**src/rtl/loader_pkg.sv**
```systemverilog
// Shared types and defaults for the pattern/text byte-stream loader.
package loader_pkg;

    typedef enum logic [1:0] {
        IDLE    = 2'd0,
        PATTERN = 2'd1,
        TEXT    = 2'd2,
        DONE    = 2'd3
    } state_t;

    localparam int unsigned PAT_LEN_DFLT  = 4;
    localparam int unsigned TEXT_MAX_DFLT = 11064;
    localparam int unsigned PAT_AW        = 3;
    localparam int unsigned TXT_AW        = 14;

endpackage

```
**src/rtl/load_counter.sv**
```systemverilog
// Up-counter with synchronous clear and enable that saturates at a limit.
module load_counter #(
    parameter int unsigned W = 8
) (
    input  logic         clk,
    input  logic         rst,
    input  logic         clr,
    input  logic         en,
    input  logic [W-1:0] limit,
    output logic [W-1:0] count
);

    always_ff @(posedge clk) begin
        if (rst || clr) begin
            count <= '0;
        end else if (en && (count != limit)) begin
            count <= count + 1'b1;
        end
    end

endmodule

```
**src/rtl/text_loader.sv**
```systemverilog
// Splits a byte stream into a fixed-length pattern and a zero-terminated,
// capacity-bounded text, emitting registered memory write strobes.
module text_loader
    import loader_pkg::*;
#(
    parameter int unsigned PAT_LEN  = PAT_LEN_DFLT,
    parameter int unsigned TEXT_MAX = TEXT_MAX_DFLT
) (
    input  logic              clk,
    input  logic              rst,
    input  logic              start,
    input  logic              in_valid,
    input  logic [7:0]        in_data,
    output logic              in_ready,
    output logic              pat_we,
    output logic [PAT_AW-1:0] pat_addr,
    output logic [7:0]        pat_data,
    output logic              txt_we,
    output logic [TXT_AW-1:0] txt_addr,
    output logic [7:0]        txt_data,
    output logic [TXT_AW-1:0] txt_len,
    output logic              busy,
    output logic              done,
    output logic              full
);

    localparam logic [PAT_AW-1:0] PAT_LIMIT = PAT_AW'(PAT_LEN);
    localparam logic [PAT_AW-1:0] PAT_LAST  = PAT_AW'(PAT_LEN - 1);
    localparam logic [TXT_AW-1:0] TXT_LIMIT = TXT_AW'(TEXT_MAX);
    localparam logic [TXT_AW-1:0] TXT_LAST  = TXT_AW'(TEXT_MAX - 1);

    state_t            state;
    logic              xfer;
    logic              cnt_clr;
    logic              pat_en;
    logic              txt_en;
    logic [PAT_AW-1:0] pat_cnt;

    always_comb begin
        xfer    = in_valid && in_ready;
        cnt_clr = (state == IDLE) && start;
        pat_en  = xfer && (state == PATTERN);
        txt_en  = xfer && (state == TEXT) && (in_data != 8'h00);
    end

    load_counter #(.W(PAT_AW)) u_pat_cnt (
        .clk   (clk),
        .rst   (rst),
        .clr   (cnt_clr),
        .en    (pat_en),
        .limit (PAT_LIMIT),
        .count (pat_cnt)
    );

    load_counter #(.W(TXT_AW)) u_txt_cnt (
        .clk   (clk),
        .rst   (rst),
        .clr   (cnt_clr),
        .en    (txt_en),
        .limit (TXT_LIMIT),
        .count (txt_len)
    );

    // in_ready/busy are registered with the state, so they drop together
    // with the transition into DONE rather than combinationally on the byte.
    always_ff @(posedge clk) begin
        if (rst) begin
            state    <= IDLE;
            in_ready <= 1'b0;
            busy     <= 1'b0;
            done     <= 1'b0;
            full     <= 1'b0;
            pat_we   <= 1'b0;
            pat_addr <= '0;
            pat_data <= '0;
            txt_we   <= 1'b0;
            txt_addr <= '0;
            txt_data <= '0;
        end else begin
            pat_we <= 1'b0;
            txt_we <= 1'b0;
            done   <= 1'b0;
            case (state)
                IDLE: begin
                    if (start) begin
                        state    <= PATTERN;
                        in_ready <= 1'b1;
                        busy     <= 1'b1;
                        full     <= 1'b0;
                    end
                end
                PATTERN: begin
                    if (xfer) begin
                        pat_we   <= 1'b1;
                        pat_addr <= pat_cnt;
                        pat_data <= in_data;
                        if (pat_cnt == PAT_LAST) begin
                            state <= TEXT;
                        end
                    end
                end
                TEXT: begin
                    if (xfer) begin
                        if (in_data == 8'h00) begin
                            state    <= DONE;
                            in_ready <= 1'b0;
                            busy     <= 1'b0;
                            done     <= 1'b1;
                            full     <= 1'b0;
                        end else begin
                            txt_we   <= 1'b1;
                            txt_addr <= txt_len;
                            txt_data <= in_data;
                            if (txt_len == TXT_LAST) begin
                                state    <= DONE;
                                in_ready <= 1'b0;
                                busy     <= 1'b0;
                                done     <= 1'b1;
                                full     <= 1'b1;
                            end
                        end
                    end
                end
                DONE: begin
                    state <= IDLE;
                end
                default: begin
                    state <= IDLE;
                end
            endcase
        end
    end

endmodule

```
**config.mk**
```make
export PLATFORM = sky130hd
export DESIGN_NAME = text_loader
export DESIGN_NICKNAME = d
export VERILOG_FILES = /design/src/rtl/loader_pkg.sv /design/src/rtl/load_counter.sv /design/src/rtl/text_loader.sv
export SDC_FILE = /design/constraint.sdc
export NUM_CORES = 1
export LEC_CHECK = 0
export CELL_PAD_IN_SITES_DETAIL_PLACEMENT = 0
export CELL_PAD_IN_SITES_GLOBAL_PLACEMENT = 1
export CORE_ASPECT_RATIO = 1.25
export CORE_MARGIN = 1.5
export CORE_UTILIZATION = 35
export DETAILED_ROUTE_END_ITERATION = 12
export DONT_BUFFER_PORTS = 1
export GPL_TIMING_DRIVEN = 0
export HOLD_SLACK_MARGIN = 0.02
export PLACE_DENSITY = 0.6
export SETUP_SLACK_MARGIN = 0.5
export SYNTH_ARGS = -nofsm -noshare
export SYNTH_HDL_FRONTEND = slang
export SYNTH_HIERARCHICAL = 1
export SYNTH_SLANG_ARGS = --single-unit
```
**constraint.sdc**
```tcl
create_clock -name clk -period 5 [get_ports clk]
set_input_delay 0.75 -clock clk [delete_from_list [all_inputs] [get_ports clk]]
set_output_delay 0.75 -clock clk [all_outputs]
set_load 0.01 [all_outputs]
```
=== Yosys cells after proc, flatten, opt, wreduce, memory -nomap -nowiden ===
Index checks and enable logic that the tools add are counted.
W data, S select, Z words.

* Multiplexer cells: 21
* Equal/unequal tests: 12
* Bitwise gates (word level): 4
* $add $sub $neg: 2
* Reduce and logical (&&, ||, !) cells: 18

{| class="wikitable"
|+ Operator list
! cell !! number
|-
| $add A14 B1 Y14 const B || 1
|-
| $eq A14 B14 Y1 const B || 1
|-
| $ne A14 B14 Y1 const B || 1
|-
| $mux W1 || 12
|-
| $mux W2 || 6
|-
| $logic_not A8 Y1 || 1
|-
| $pmux W2 S4 || 1
|-
| $reduce_bool A8 Y1 || 1
|-
| $logic_and A1 B1 Y1 || 7
|-
| $ne A2 B2 Y1 const B || 3
|-
| $reduce_and A5 Y1 || 1
|-
| $eq A2 B2 Y1 const B || 2
|-
| $not A1 Y1 || 4
|-
| $pmux W1 S2 || 2
|-
| $reduce_and A4 Y1 || 1
|-
| $add A3 B1 Y3 const B || 1
|-
| $eq A3 B2 Y1 const B || 1
|-
| $ne A3 B1 Y1 const B || 1
|-
| $ne A3 B3 Y1 const B || 1
|-
| $reduce_and A3 Y1 || 1
|-
| $reduce_or A3 Y1 || 1
|-
| $eq A2 B1 Y1 const B || 1
|-
| $logic_not A2 Y1 || 1
|-
| $ne A2 B1 Y1 const B || 1
|-
| other kinds (4) || 4
|}

* Bits of input ports: 12
* Bits in registers: 57
* Output and inout bits: 53

=== Depth between registers and ports, before layout ===
Gate-level depths: netlist (run 1).

* Depth after elaboration: 5
* Gate-level depth with buffers: 12

=== Cells and area by module ===
The synthesis (run 1) kept the hierarchy.

{| class="wikitable"
|+ Modules (own cells, without submodules)
! module !! instances !! cells an instance !! area each (um^2)
|-
| text_loader || 1 || 187 || 1686.6
|-
| load_counter at u_txt_cnt || 1 || 100 || 864.6
|-
| load_counter at u_pat_cnt || 1 || 28 || 234.0
|}

=== Least setup slack after synthesis (run 1) ===
No wires, ideal clock.

* Kind: in2reg
* Start: in in_data[0]
* End: reg u_txt_cnt.count[13]
* Stages: 10
* Required time: 4.930 ns
* Data arrival time: 2.402 ns
* Path slack: 2.528 ns
* Path through: nor4_4 a211o_1 buf_6 buf_6 inv_1 and4_1 and2_1 nand2_1 or4_1 a21oi_1

* Cells in the longest elaborated chain, start to end: 3

{| class="wikitable"
|+ RTL lines
! what !! line !! text
|-
| start, declared || text_loader.sv:13 || <nowiki>input logic [7:0] in_data,</nowiki>
|-
| $reduce_bool A8 Y1 || text_loader.sv:43 || <nowiki>txt_en = xfer && (state == TEXT) && (in_data != 8'h00);</nowiki>
|-
| $logic_and A1 B1 Y1 || text_loader.sv:43 ||
|-
| via txt_en || text_loader.sv:36 || <nowiki>logic txt_en;</nowiki>
|-
| $logic_and A1 B1 Y1 || load_counter.sv:16 || <nowiki>end else if (en && (count != limit)) begin</nowiki>
|-
| end signal, assigned || load_counter.sv:17 || <nowiki>count <= count + 1'b1;</nowiki>
|-
| end, declared || load_counter.sv:10 || <nowiki>output logic [W-1:0] count</nowiki>
|}

The timed path passes the listed nets, and every way through them passes these cells.
A chain may end at the register's enable or synchronous reset.

=== Worst setup path after layout (run 1) ===
* Start: reg state[0]
* End: reg u_txt_cnt.count[13]

* Cells in the longest elaborated chain, start to end: 4
* Elaborated cells on any way between the ends: 7
* Those cells by class: eq/ne: 1; reduce/logical: 6

{| class="wikitable"
|+ RTL lines
! what !! line !! text
|-
| start, declared || text_loader.sv:32 || <nowiki>state_t state;</nowiki>
|-
| start signal, assigned || text_loader.sv:68 || <nowiki>state <= IDLE;</nowiki>
|-
| start signal, assigned || text_loader.sv:86 || <nowiki>state <= PATTERN;</nowiki>
|-
| start signal, assigned || text_loader.sv:98 || <nowiki>state <= TEXT;</nowiki>
|-
| $eq A2 B2 Y1 || text_loader.sv:43 ||
|-
| $logic_and A1 B1 Y1 (2 in series) || text_loader.sv:43 ||
|-
| via txt_en || text_loader.sv:36 ||
|-
| $logic_and A1 B1 Y1 || load_counter.sv:16 ||
|}

The timed path passes the listed nets, and every way through them passes these cells.

==> results by group, run 1 <==
Yosys
  – Synth Area in Compound Gates: 0.143
  – Fraction of synthesis flops using an asynchronous set or reset pin: 0
  – Portion of netlist area occupied by mux cells: 0.0611
  – Flip-flop and latch count after synthesis: 57
  – Synth Area in Adders: 0.0270
  – Most area-hungry cell type in the Yosys netlist: sky130_fd_sc_hd__dfxtp_1
  – Post-synthesis xor/xnor area fraction: 0.0535
  – Number of warnings reported in the yosys synthesis log: 6
  – Sequential area share after synthesis: 0.410
  – Dominant combinational cell family by area after synthesis: simple AND/OR/NAND/NOR gates
  – Area share of the leading cell type in the synthesized netlist: 0.410
  – Post-synth EDFFs: 0
  – Post-synthesis cell area: 2790 um2
  – Most frequently used flop master after synthesis: sky130_fd_sc_hd__dfxtp_1
  – Number of instances in the synthesized netlist: 315
  – Post-Synth Simple-Gate Area: 0.251
  – Mean post-synth cell area: 8.84 um2
  – Cell types occupying the most area after synthesis: sky130_fd_sc_hd__dfxtp_1, sky130_fd_sc_hd__nand2_1, sky130_fd_sc_hd__mux2i_1, sky130_fd_sc_hd__a21oi_1, sky130_fd_sc_hd__xnor2_1
  – Count of distinct cell types in the synthesized netlist: 49

Clock network
  – Inserted Clock Buffers: 9
  – Number of instances resized during post-cts repair: 0
  – Deepest clock path buffer count: 2
  – Post-CTS Setup Inserts: 0
  – Number of sinks on the clock net: 57
  – Maximum level of the CTS H-tree: 3
  – Clock transition at path regs: 0.07 ns
  – Clock tree from TritonCTS: yes
  – Root buffer cell: sky130_fd_sc_hd__clkbuf_8
  – Hold Buf Count CTS: 0
  – Clock insertion delay at the later pin of the skew report: 0.34 ns

Floorplanning
  – Total I/O pin count: 65
  – Die Area: 8500 um2
  – Die width: 82.8 um
  – Number of cell rows: 36
  – Core Footprint: 7750 um2
  – Overall die height: 103 um
  – Initial core utilization: 0.359

Placed design
  – Number of buffer cells added on primary ports: 0
  – Final weighted congestion in routability-driven placement: 0.818
  – Sum of net half-perimeters after detailed placement: 5180 um
  – Placed cell area: 2970 um2

Hold path
  – Startpoint of the most critical hold path: state[1]
  – Path class of the lowest-slack min-delay path: register to register
  – Hold Path Cell Cnt: 2
  – Terminating pin of the worst hold path: state[1]

Final layout
  – Synthesis-to-layout area growth: 14.6%
  – # fillers: 814
  – Post-route cell area: 3190 um2
  – Antenna Diode Count: 0
  – Commonest non-fill, non-tap cells in the layout: sky130_fd_sc_hd__dfxtp_1, sky130_fd_sc_hd__nand2_1, sky130_fd_sc_hd__a21oi_1, sky130_fd_sc_hd__conb_1
  – NumNets Final: 362
  – Most common library cell in the layout ignoring fill and taps: sky130_fd_sc_hd__dfxtp_1
  – Fraction of final layout cells with drive strength greater than 1: 0.112

Route
  – Average vias per placed instance: 5.11
  – Routed wire length: 6990 um
  – DRC errors left: 0
  – First-pass iteration count of the detailed router: 4
  – Routed via count: 2267
  – Detail-routed net length per standard cell: 15.8 um
  – Final ANT Viol Nets: 0
  – Drt first-iter violations: 64

Setup path
  – Cell-by-cell listing of the critical path: inv_1 > ha_1 > inv_1 > a211o_1 > buf_6 > buf_6 > inv_1 > and4_1 > and2_1 > nand2_1 > or4_1 > a21oi_1
  – R2r startpoint: state[0]
  – Library cell contributing the largest single delay on the critical path: sky130_fd_sc_hd__or4_1
  – Setup slack on the worst flop-to-flop path: 2.30 ns
  – Most frequent cell on the critical path: sky130_fd_sc_hd__inv_1
  – Required time of the worst setup path: 5.27 ns
  – Worst reg-to-reg path cell count: 12
  – Critical path endpoint category: register
  – Worst R2R End: u_txt_cnt/count[13]
  – Data arrival time of the critical path: 2.97 ns
  – Type of element launching the critical path: register
  – Biggest cell delay along the critical path: 0.40 ns
  – Worst-path fanout max: 10
  – Critical setup path kind: register to register

STA
  – Worst Hold Slack: 0.498 ns
  – Final Critical Period: 2.70 ns
  – Worst Tran Pin Value: 0.612 ns
  – Total negative setup slack: 0 ns
  – Setup repair after global routing missed its margin: false
  – Slew margin rel.: 0.589
  – Hold Fails Final Rpt: 0
  – Final count of negative-setup-slack endpoints: 0
  – Max Clock Freq: 370 MHz
  – Skew final: 0.00888 ns
  – Share of the clock period used by the worst path: 0.540
  – Count of pins over their slew limit: 0

Pwr
  – Int Pwr: 818 uW
  – Power density over the cells: 358 nW/um2
  – Clock Power Share: 0.419
  – Combinational power share: 0.155
  – Switching share of total power: 0.284
  – VDD IR-drop max: 0.231 mV
  – LEAKAGE: 0.00119 uW
  – Part of the power in registers: 0.426
  – Net switching component of the power: 324 uW

GRT
  – Total routing usage reported by global routing: 0.180
  – Total congestion overflow: 0
  – First-pass GRT wire length: 11300 um
  – Vias in the first global route: 2290
  – Pin count of the biggest net entering global routing: 17
  – Initial antenna violation count: 0

Flow run
  – Maximum Capacitance Violations: 0

Run status
  – Result of the run: complete, no violations
[routing by layer]
metal,global-route usage,part of all wire,vias to the layer above
met5,0,0,-
met4,0.0679,0.014,0
met3,0.0593,0.055,10
met2,0.333,0.52,52
met1,0.184,0.41,1050
li1,-,-,1155
[worst max-delay path: cells and delay by family (launching register included)]
family / cells / cell delay (ns)
AOI/OAI and AO/OA: 2 / 0.44
and+or+nand+nor: 4 / 0.93
buffers and inverters: 5 / 0.67
adders and majority gates: 1 / 0.25
DFF: 1 / 0.33
[flip-flops by register name (all words and copies together), names as in the netlist, 2 cells and up]
| signal | count |
|---|---|
| pat_addr | 3 |
| pat_data | 8 |
| state | 2 |
| txt_addr | 14 |
| txt_data | 8 |
| u_pat_cnt/count | 3 |
| u_txt_cnt/count | 14 |
[through the flow]
step                cells  total power, uW   util  worst slack (ns)
CTS                   444             1160  0.412              2.29
detailed placement    428              675  0.384              2.28
global placement      428              674  0.384              2.26
floorplan             333              634      -              2.53
global route          444             1200  0.412              2.11
finish                444             1140  0.412              2.30
[cells in the mapped netlist, types with 3 or more instances]
| cell | instances |
|---|---|
| sky130_fd_sc_hd__xnor2_1 | 17 |
| sky130_fd_sc_hd__and2_1 | 3 |
| sky130_fd_sc_hd__nand3_1 | 10 |
| sky130_fd_sc_hd__o21ai_1 | 8 |
| sky130_fd_sc_hd__mux2i_1 | 17 |
| sky130_fd_sc_hd__clkbuf_1 | 7 |
| sky130_fd_sc_hd__o31ai_1 | 6 |
| sky130_fd_sc_hd__a21oi_1 | 33 |
| sky130_fd_sc_hd__nor2_1 | 16 |
| sky130_fd_sc_hd__inv_1 | 9 |
| sky130_fd_sc_hd__dfxtp_1 | 57 |
| sky130_fd_sc_hd__ha_1 | 6 |
| sky130_fd_sc_hd__or3_1 | 6 |
| sky130_fd_sc_hd__or4_1 | 6 |
| sky130_fd_sc_hd__a31oi_1 | 3 |
| sky130_fd_sc_hd__nand2_1 | 48 |
| sky130_fd_sc_hd__nor4_4 | 3 |
| sky130_fd_sc_hd__nand2b_1 | 5 |
| sky130_fd_sc_hd__nand4_1 | 10 |
| sky130_fd_sc_hd__buf_6 | 4 |
| sky130_fd_sc_hd__a21oi_2 | 5 |
[power groups by stage]
stage,Clock [uW],Sequential [uW],Combinational (uW)
CTS,494,487,179
floorplan,0,493,142
finish,478,486,177
global placement,0,497,177
detailed placement,0,497,179
global route,512,490,201
[cell families (layout without fill, tap and decap cells)]
family	after synthesis	after routing
muxes	17	17
AOI/OAI and AO/OA	65	65
buffers and inverters	25	41
DFF	57	57
other	2	20
xor gates and xnor gates	17	17
and+or+nand+nor	126	126
adders and majority gates	6	6
[layout make-up]
class	instances	area (um2)	share of cell area
Multi-Input combinational cell	251	1570	0.491
Sequential cell	57	1140	0.358
Clock buffer	9	124	0.0388
Tap cell	95	119	0.0373
Buffer	16	113	0.0353
Clock inverter	7	95.1	0.0298
Inverter	9	33.8	0.0106
[worst max path at each step]
stage | startpoint | end | slack (ns)
final | state[0] | u_txt_cnt/count[13] | 2.30
after global routing | state[0] | u_txt_cnt/count[13] | 2.11
after CTS | state[0] | u_txt_cnt/count[13] | 2.29
after detailed placement | in_valid | u_txt_cnt/count[13] | 2.28
after global placement | in_valid | u_txt_cnt/count[13] | 2.26
after floorplan | in_data[0] | u_txt_cnt/count[13] | 2.53
No activity file was read; power rests on OpenSTA's default activity.
==> run 2, diff against run 1 <==
--- a/config.mk
+++ b/config.mk
@@ -5,6 +5,7 @@
 export SDC_FILE = /design/constraint.sdc
 export NUM_CORES = 1
 export LEC_CHECK = 0
+export ABC_AREA = 1
 export CELL_PAD_IN_SITES_DETAIL_PLACEMENT = 0
 export CELL_PAD_IN_SITES_GLOBAL_PLACEMENT = 1
 export CORE_ASPECT_RATIO = 1.25
@@ -14,7 +15,7 @@
 export DONT_BUFFER_PORTS = 1
 export GPL_TIMING_DRIVEN = 0
 export HOLD_SLACK_MARGIN = 0.02
-export PLACE_DENSITY = 0.6
+export PLACE_DENSITY = 0.66
 export SETUP_SLACK_MARGIN = 0.5
 export SYNTH_ARGS = -nofsm -noshare
 export SYNTH_HDL_FRONTEND = slang
==> constraint.sdc (replaced) <==
create_clock -name clk -period 2.3 [get_ports clk]
set_input_delay 0.345 -clock clk [delete_from_list [all_inputs] [get_ports clk]]
set_output_delay 0.345 -clock clk [all_outputs]
set_load 0.01 [all_outputs]
==> results by group, run 2 <==
STA
  – Skew final: 0.00569 ns (-0.00319 ns)
  – Hold Fails Final Rpt: 0 (unchanged)
  – Share of the clock period used by the worst path: 0.768 (+0.228)
  – Total negative setup slack: 0 ns (unchanged)
  – Setup repair after global routing missed its margin: true
  – Final count of negative-setup-slack endpoints: 0 (unchanged)
  – Max Clock Freq: 566 MHz (+53%)
  – Worst Hold Slack: 0.0610 ns (-0.437 ns)
  – Count of pins over their slew limit: 0 (unchanged)
  – Worst-case setup margin in the final layout: 0.534 ns (-1.77 ns)
  – Final Critical Period: 1.77 ns (-0.933 ns)

Setup path
  – Critical path endpoint category: register
  – Data arrival time of the critical path: 2.00 ns (-0.97 ns)
  – Required time of the worst setup path: 2.53 ns (-2.74 ns)
  – Critical setup path kind: register to register
  – Type of element launching the critical path: register
  – Setup slack on the worst flop-to-flop path: 0.53 ns (-1.77 ns)
  – Worst-path fanout max: 5 (-5)

Yosys
  – Post-synth EDFFs: 0 (unchanged)
  – Post-synthesis xor/xnor area fraction: 0.00912 (-0.0443)
  – Post-synthesis cell area: 2880 um2 (+3.4%)
  – Mean post-synth cell area: 6.58 um2 (-26%)
  – Area share of the leading cell type in the synthesized netlist: 0.396 (-0.0135)
  – Number of warnings reported in the yosys synthesis log: 6 (unchanged)
  – Portion of netlist area occupied by mux cells: 0 (-0.0611)
  – Fraction of synthesis flops using an asynchronous set or reset pin: 0 (unchanged)
  – Post-Synth Simple-Gate Area: 0.365 (+0.115)
  – Count of distinct cell types in the synthesized netlist: 27 (-45%)
  – Most frequently used flop master after synthesis: sky130_fd_sc_hd__dfxtp_1
  – Synth Area in Compound Gates: 0.0995 (-0.0434)
  – Sequential area share after synthesis: 0.396 (-0.0135)
  – Cell types occupying the most area after synthesis: sky130_fd_sc_hd__dfxtp_1, sky130_fd_sc_hd__nor2_1, sky130_fd_sc_hd__nand2_1, sky130_fd_sc_hd__inv_1, sky130_fd_sc_hd__o21ai_0
  – Commonest cells in the netlist: sky130_fd_sc_hd__nor2_1, sky130_fd_sc_hd__nand2_1, sky130_fd_sc_hd__dfxtp_1
  – Dominant combinational cell family by area after synthesis: simple AND/OR/NAND/NOR gates
  – Most frequently used cell type in the post-synthesis netlist: sky130_fd_sc_hd__nor2_1
  – Flip-flop and latch count after synthesis: 57 (unchanged)
  – Synth Area in Adders: 0.0261 (-0.000890)
  – Most area-hungry cell type in the Yosys netlist: sky130_fd_sc_hd__dfxtp_1
  – Number of instances in the synthesized netlist: 438 (+39%)

Pwr
  – Clock Power Share: 0.336 (-0.083)
  – VDD IR-drop max: 0.392 mV (+70%)
  – Overall Power: 2540 uW (+120%)
  – Combinational power share: 0.217 (+0.062)
  – Int Pwr: 1720 uW (+110%)
  – Power density over the cells: 732 nW/um2 (+100%)
  – Part of the power in registers: 0.447 (+0.021)
  – LEAKAGE: 0.00154 uW (+30%)
  – Net switching component of the power: 813 uW (+150%)
  – Switching share of total power: 0.321 (+0.0371)

Clock network
  – Hold Buf Count CTS: 0 (unchanged)
  – Root buffer cell: sky130_fd_sc_hd__clkbuf_8
  – Maximum level of the CTS H-tree: 3 (unchanged)
  – Clock tree from TritonCTS: yes
  – Clock transition at path regs: 0.06 ns (about the same)
  – Number of sinks on the clock net: 57 (unchanged)
  – Inserted Clock Buffers: 9 (unchanged)
  – Deepest clock path buffer count: 2 (unchanged)
  – Clock insertion delay at the later pin of the skew report: 0.34 ns (about the same)

Hold path
  – Path class of the lowest-slack min-delay path: input port to register

Placed design
  – Post-placement worst setup slack: 0.260 ns (-2.02 ns)
  – Final weighted congestion in routability-driven placement: 0.784 (-4.2%)
  – Number of buffer cells added on primary ports: 0 (unchanged)
  – Sum of net half-perimeters after detailed placement: 5380 um (+3.9%)
  – Placed cell area: 3140 um2 (+5.7%)

GRT
  – First-pass GRT wire length: 12800 um (+13%)
  – Vias in the first global route: 2548 (+11%)
  – Peak-usage layer in the global routing report: met2
  – Initial antenna violation count: 0 (unchanged)
  – Met1 Usage GRT: 0.209 (+0.0256)
  – Pin count of the biggest net entering global routing: 15 (-2)
  – Total routing usage reported by global routing: 0.184 (+0.00381)
  – Global routing met2 resource utilization: 0.317 (-0.0168)
  – Met3 usage: 0.0619 (+0.00261)
  – Total congestion overflow: 0 (unchanged)

Final layout
  – # fillers: 846 (+3.9%)
  – Post-route cell area: 3470 um2 (+8.7%)
  – Most common library cell in the layout ignoring fill and taps: sky130_fd_sc_hd__nor2_1
  – Commonest non-fill, non-tap cells in the layout: sky130_fd_sc_hd__nor2_1, sky130_fd_sc_hd__nand2_1, sky130_fd_sc_hd__dfxtp_1, sky130_fd_sc_hd__inv_1, sky130_fd_sc_hd__conb_1
  – Synthesis-to-layout area growth: 20.4%
  – NumNets Final: 504 (+39%)
  – Biggest registers after layout: txt_addr: 14 flops, u_txt_cnt/count: 14 flops
  – Fraction of final layout cells with drive strength greater than 1: 0.161 (+0.0491)
  – Antenna Diode Count: 0 (unchanged)

Route
  – Routed via count: 2670 (+18%)
  – Drt first-iter violations: 103 (+61%)
  – Average vias per placed instance: 4.56 (-11%)
  – DRC errors left: 0 (unchanged)
  – Final ANT Viol Nets: 0 (unchanged)
  – Routed wire length: 7480 um (+6.9%)
  – Detail-routed net length per standard cell: 12.8 um (-19%)
  – First-pass iteration count of the detailed router: 4 (unchanged)

Flow run
  – Maximum Capacitance Violations: 0 (unchanged)

Floorplanning
  – Die Area: 8790 um2 (+3.3%)
  – Total I/O pin count: 65 (unchanged)
  – Overall die height: 104 um (+1.6%)
  – Core Footprint: 7880 um2 (+1.7%)
  – Initial core utilization: 0.365 (+0.00590)
  – Die width: 84.1 um (+1.6%)
  – Number of cell rows: 36 (unchanged)

Run status
  – Result of the run: complete, no violations
-- run 2: cell types whose count changed after synthesis, sizes merged, moves of 5 or more --
cell | previous run | this run
nor2 | 16 | 124
nand2 | 48 | 95
inv | 9 | 49
o21ai | 8 | 33
mux2i | 17 | 0
a21oi | 38 | 23
nand3 | 10 | 24
xnor2 | 17 | 3
nand4 | 10 | 1
or3 | 8 | 0
o31ai | 6 | 0
or4 | 6 | 0
nand2b | 5 | 0
-- run 2: cell families (layout without fill, tap and decap cells) --
| group | count (synthesis) | count (layout) |
|---|---|---|
| compound gates | 57 | 57 |
| xor+xnor | 3 | 3 |
| fa+ha+maj | 6 | 6 |
| buf+inv | 64 | 88 |
| flops | 57 | 57 |
| other cells | 2 | 31 |
| simple gates | 249 | 249 |
-- run 2: final timing paths --
path	from	to	cells after the start
worst max-delay path	state[0]	u_txt_cnt/count[10]	13
worst min-delay path	rst	busy	1
worst max register to register	state[0]	u_txt_cnt/count[10]	13
worst min register to register	state[1]	state[1]	2
-- run 2: power by group through the flow --
| stage | Sequential, uW | Combinational, uW | Clock [uW] |
|---|---|---|---|
| final | 1130 | 550 | 852 |
| after global routing | 1140 | 638 | 925 |
| after CTS | 1140 | 500 | 885 |
| after detailed placement | 1150 | 486 | 0 |
| after global placement | 1150 | 474 | 0 |
| after floorplan | 1140 | 400 | 0 |
-- run 2: what timing repair did --
item                                    4_1_cts  5_1_grt
pin swaps                                     4        8
setup buffers                                 2        6
endpoints found under the setup margin       11       14
endpoints found under the hold margin         0        0
resized for setup                            10       18
-- run 2: metrics by stage --
stage,util,cells
global placement,0.398,562
floorplan,-,467
CTS,0.428,580
global route,0.440,586
finish,0.440,586
detailed placement,0.398,562
-- run 2: routing by layer --
layer / routed length [um] / vias to the layer above
met5: 0 / -
met4: 48 / 0
met3: 416 / 6
met2: 3880 / 62
met1: 3130 / 1172
li1: - / 1430
-- run 2: layout make-up --
| class | instances | area, um2 | area share |
|---|---|---|---|
| multi-input cells | 346 | 1620 | 0.468 |
| flip-flops and latches | 57 | 1160 | 0.335 |
| inverters | 50 | 196 | 0.0567 |
| clock buffers | 11 | 151 | 0.0437 |
| plain buffers | 14 | 129 | 0.0372 |
| well taps | 95 | 119 | 0.0343 |
| repair buffers | 8 | 60.1 | 0.0173 |
| clock inverters | 5 | 30.0 | 0.00866 |
-- run 2: worst max-delay path: stages (launching register included) --
cell                         delay, ns
sky130_fd_sc_hd__dfxtp_2          0.32
sky130_fd_sc_hd__inv_2            0.07
sky130_fd_sc_hd__ha_4             0.16
sky130_fd_sc_hd__inv_4            0.04
sky130_fd_sc_hd__nor2_4           0.12
sky130_fd_sc_hd__nand2_4          0.07
sky130_fd_sc_hd__inv_4            0.06
sky130_fd_sc_hd__buf_8            0.09
sky130_fd_sc_hd__clkbuf_16        0.13
sky130_fd_sc_hd__clkinvlp_4       0.17
sky130_fd_sc_hd__nor3_4           0.22
sky130_fd_sc_hd__nand3_1          0.08
sky130_fd_sc_hd__nand2_1          0.07
sky130_fd_sc_hd__nor2_1           0.03
